## src/rtl/reg5_scan_reader.sv

```systemverilog
// rtl/reg5_scan_reader.sv - scans a bank of 5-bit registers and emits {index, value} change events
// Keeps a shadow copy per register; any mismatch or invalid shadow produces one handshaken event.
module reg5_scan_reader #(
    parameter int NREGS = 8,
    parameter int IDXW  = 3
) (
    input  logic            clk,
    input  logic            reset,
    input  logic            scan_en,
    input  logic            force_all,
    output logic [IDXW-1:0] rd_sel,
    input  logic [4:0]      rd_data,
    output logic            out_valid,
    input  logic            out_ready,
    output logic [IDXW-1:0] out_idx,
    output logic [4:0]      out_data
);

    typedef enum logic [1:0] {
        ST_IDLE,
        ST_SCAN,
        ST_HOLD
    } state_t;

    localparam logic [IDXW-1:0] LAST_IDX = IDXW'(NREGS - 1);

    state_t          state_q;
    logic [IDXW-1:0] sel_q;
    logic            valid_q;
    logic [IDXW-1:0] idx_q;
    logic [4:0]      data_q;
    logic [4:0]      shadow_q [NREGS];
    logic [NREGS-1:0] shv_q;

    logic [IDXW-1:0] sel_inc_d;
    logic            changed_d;

    // rd_sel must never leave 0..NREGS-1, so the increment wraps explicitly
    always_comb begin
        sel_inc_d = (sel_q == LAST_IDX) ? '0 : sel_q + 1'b1;
        changed_d = !shv_q[sel_q] || (rd_data != shadow_q[sel_q]);
    end

    always_ff @(posedge clk or negedge reset) begin
        if (!reset) begin
            state_q <= ST_IDLE;
            sel_q   <= '0;
            valid_q <= 1'b0;
            idx_q   <= '0;
            data_q  <= '0;
            shv_q   <= '0;
            for (int i = 0; i < NREGS; i++) begin
                shadow_q[i] <= '0;
            end
        end else begin
            case (state_q)
                ST_IDLE: begin
                    if (scan_en) begin
                        state_q <= ST_SCAN;
                    end
                end
                ST_SCAN: begin
                    if (!scan_en) begin
                        state_q <= ST_IDLE;
                    end else if (changed_d) begin
                        idx_q            <= sel_q;
                        data_q           <= rd_data;
                        shadow_q[sel_q]  <= rd_data;
                        shv_q[sel_q]     <= 1'b1;
                        valid_q          <= 1'b1;
                        state_q          <= ST_HOLD;
                    end else begin
                        sel_q <= sel_inc_d;
                    end
                end
                ST_HOLD: begin
                    // scan_en is only consulted once the event has been taken
                    if (out_ready) begin
                        valid_q <= 1'b0;
                        sel_q   <= sel_inc_d;
                        state_q <= scan_en ? ST_SCAN : ST_IDLE;
                    end
                end
                default: begin
                    state_q <= ST_IDLE;
                end
            endcase
            // Placed last so it overrides a same-cycle detection's valid bit
            if (force_all) begin
                shv_q <= '0;
            end
        end
    end

    assign rd_sel    = sel_q;
    assign out_valid = valid_q;
    assign out_idx   = idx_q;
    assign out_data  = data_q;

endmodule

```

## config.mk

```make
export PLATFORM = sky130hd
export DESIGN_NAME = reg5_scan_reader
export DESIGN_NICKNAME = d
export VERILOG_FILES = /design/src/rtl/reg5_scan_reader.sv
export SDC_FILE = /design/constraint.sdc
export NUM_CORES = 1
export LEC_CHECK = 0
export CAP_MARGIN = 15
export CORE_ASPECT_RATIO = 0.6
export CORE_MARGIN = 1
export CORE_UTILIZATION = 45
export DETAILED_ROUTE_END_ITERATION = 12
export GPL_ROUTABILITY_DRIVEN = 0
export SLEW_MARGIN = 20
export SYNTH_ARGS = -nofsm -noshare
export SYNTH_HDL_FRONTEND = slang
export SYNTH_SLANG_ARGS = --single-unit
```

## constraint.sdc

```tcl
create_clock -name clk -period 3.8 [get_ports clk]
set_input_delay 0.38 -clock clk [delete_from_list [all_inputs] [get_ports clk]]
set_output_delay 0.38 -clock clk [all_outputs]
set_load 0.05 [all_outputs]
```

==> impl_metrics.yaml <==
timing:
  hold_viol_final: 0
  fin_crit_ns: 3.26
  max_freq_ghz: 0.306
  slew_viol_final: 0
  worst_slack_ns: 0.535
  setup-violations-final: 0
  tightest_slew_ns: 0.794
  fin_crit_sh_pct: 85.9
  setup_tns_ns: 0
  skew_ns: 0.00504
  slew_headroom_pct: 47.1
  rsz0062_at_grt: "no"
route:
  drt_iter0_markers: 291
  postRouteAntennaNets: 0
  drc_errors: 2
  wl_per_cell_um: 22.0
  totalWireLength_um: 9400
  first_pass_iters: 8
  via_count: 2747
  routed_via_density: 6.42
yosys:
  synth_top_area_share_pct: 48.3
  seq_area_frac_synth_pct: 48.3
  synthDistinctLibCells: 39
  avgSynthCellArea_um2: 10.3
  synth.most_common_cell: "dfrtp_1"
  netlist_area_mm2: 0.00321
  ys_ff_latch: 62
  synth-main-ff-cell: "dfrtp_1"
  synth_common_cells: "62 x dfrtp_1, 48 x o21ai_0, 48 x o22ai_1"
  synth_edf_count: 0
  synthTopCellsByArea: "dfrtp_1 48%, o22ai_1 9.3%, o21ai_0 7.5%"
  synthCells: 312
  synth-async-reset-ratio_pct: 100
  syn_nets: 324
  yosysTopAreaCell: "dfrtp_1"
  synth_warnings: 0
global_route:
  grt.total_usage_pct: 28.0
  antenna_found_initial: 0
  grt_max_degree: 35
  grt.overflow.total: 0
  grt_pass1_wl_um: 15200
  grt_pass1_vias: 2653
status:
  status: "finished with violations"
  violations: "design-rule violations"
clock_network:
  clockBufferDepth: 2
  cts_made_buffers: 9
  cts_sinks: 62
  cts_setup_buffers: 0
  root_buffer: "clkbuf_16"
  postCtsHoldBufs: 0
  cts_tree: "done"
  cts_resized: 0
  insertion_delay_ns: 0.33
  clk_transition_reported_paths_ns: 0.05
  htreeDepth: 3
worst_setup_path:
  cp.arrival_ns: 3.48
  path_max_fanout: 17
  regToRegStartpoint: "rd_sel[0]$_DFFE_PN0P_"
  r2r_cells: 7
  r2r_slack_ns: 0.54
  worstSetupPathType: "reg2reg"
  reg2reg_to: "out_data[1]$_DFFE_PN0P_"
  worst_setup_path_start_kind: "flop"
  cp.required_ns: 4.01
  end_kind: "flop"
finish:
  area_growth_pct: 18.1
  antennaDiodeCount: 0
  fill_cells: 604
  nets: 350
  final_cell_area_mm2: 0.00379
  drive_gt1_share_pct: 16.7
  finish.utilization_pct: 55.9
placed_design:
  place_hpwl_um: 6560
  postPlaceCellArea_mm2: 0.00354
  port_buffers: 21
  preCtsSetupSlack_ns: 0.593
die:
  fp.dieW_um: 111
  row_count: 23
  initial_core_util_pct: 47.3
  io_pins: 22
  die_area_mm2: 0.00749
  core-area_mm2: 0.00679
  die_h_um: 67.5
power_and_ir_drop:
  p_leak_uw: 0.00159
  vdd.ir_drop.worst_uv: 313
  power-per-cell-area_mw_per_mm2: 505
job:
  max-cap-violations: 0
hold_path:
  hp-class: "in2async"
==> routing by layer <==
layer	vias up	global-route usage, %	share of wire, %	wire [µm]
met4	0	7.77	0.86	81
met3	10	10.4	11	1010
met1	1350	42.8	50	4690
met5	-	0	0	0
met2	135	35.6	38	3620
li1	1252	-	-	-
==> area by class of cell <==
class,instances,area [µm²],share of cell area [%]
multi-input combinational,225,1560,41.0
sequential,62,1550,40.9
timing repair buffer,33,295,7.78
clock buffer,12,246,6.50
tap,87,109,2.87
inverter,7,26.3,0.692
clock inverter,2,10.0,0.264
==> cells in the final DEF (no fill, tap or decap), types with 6 or more instances in the layout <==
master            n
a21oi_1          10
buf_4            12
clkbuf_16         9
clkdlybuf4s50_1  20
dfrtp_1          62
inv_1             7
mux2_2           15
mux4_2            6
nand2_1          15
nand2b_1          8
nand3_1          15
nor2_1           10
o21ai_0          48
o22ai_1          48
==> worst max-delay path, stage by stage, from the launching register on <==
cell and delay (ns):
dfrtp_1 0.85, buf_4 0.33, mux2_2 0.35, o22ai_1 0.22
or3_1 0.18, nand3_2 0.24, o31ai_4 0.58, mux2_2 0.40
==> metrics by stage <==
step | hold WS [ns] | total power [µW] | instances
finish | 0.0784 | 1910 | 428
detailed placement | 0.454 | 1190 | 414
CTS | 0.102 | 1920 | 428
floorplan | 0.0844 | 1040 | 312
global placement | 0.455 | 1190 | 414
global route | 0.123 | 2000 | 428
==> sequential cells by signal, summed over array words and instances, names as in the netlist <==
signal / flops
out_data: 5
shv_q: 8
state_q: 2
rd_sel: 3
out_idx: 3
shadow_q: 40
out_valid: 1
==> worst max-delay path by stage <==
stage,endpoint,depth (start not counted),slack [ns],startpoint
floorplan,out_data[0]$_DFFE_PN0P_,8,0.73,rd_sel[1]$_DFFE_PN0P_
global placement,out_idx[2]$_DFFE_PN0P_,6,0.62,rd_sel[0]$_DFFE_PN0P_
detailed placement,out_idx[2]$_DFFE_PN0P_,6,0.59,rd_sel[0]$_DFFE_PN0P_
CTS,out_data[0]$_DFFE_PN0P_,7,0.57,rd_sel[0]$_DFFE_PN0P_
global route,out_data[0]$_DFFE_PN0P_,6,0.33,rd_sel[0]$_DFFE_PN0P_
finish,out_data[1]$_DFFE_PN0P_,7,0.54,rd_sel[0]$_DFFE_PN0P_
==> kinds of logic (layout without fill, tap and decap cells) <==
group / after synthesis / after routing / synth area share [%]
AO/OA/AOI/OAI: 124 / 124 / 24.1
XOR/XNOR: 3 / 3 / 0.818
AND/OR/NAND/NOR: 69 / 69 / 11.1
adder cells (fa/ha/maj): 2 / 2 / 0.779
buffers and inverters: 25 / 54 / 3.50
flip-flops: 62 / 62 / 48.3
multiplexers: 27 / 27 / 11.4
==> where the power goes <==
| group | total (µW) | switching [µW] | leakage (µW) | internal, µW |
|---|---|---|---|---|
| Sequential | 762 | 38.7 | 0.000809 | 723 |
| Combinational | 428 | 278 | 0.000655 | 151 |
| Clock | 724 | 276 | 0.000128 | 449 |
| Total | 1910 | 592 | 0.00159 | 1320 |
No activity file was read; power rests on OpenSTA's default activity.
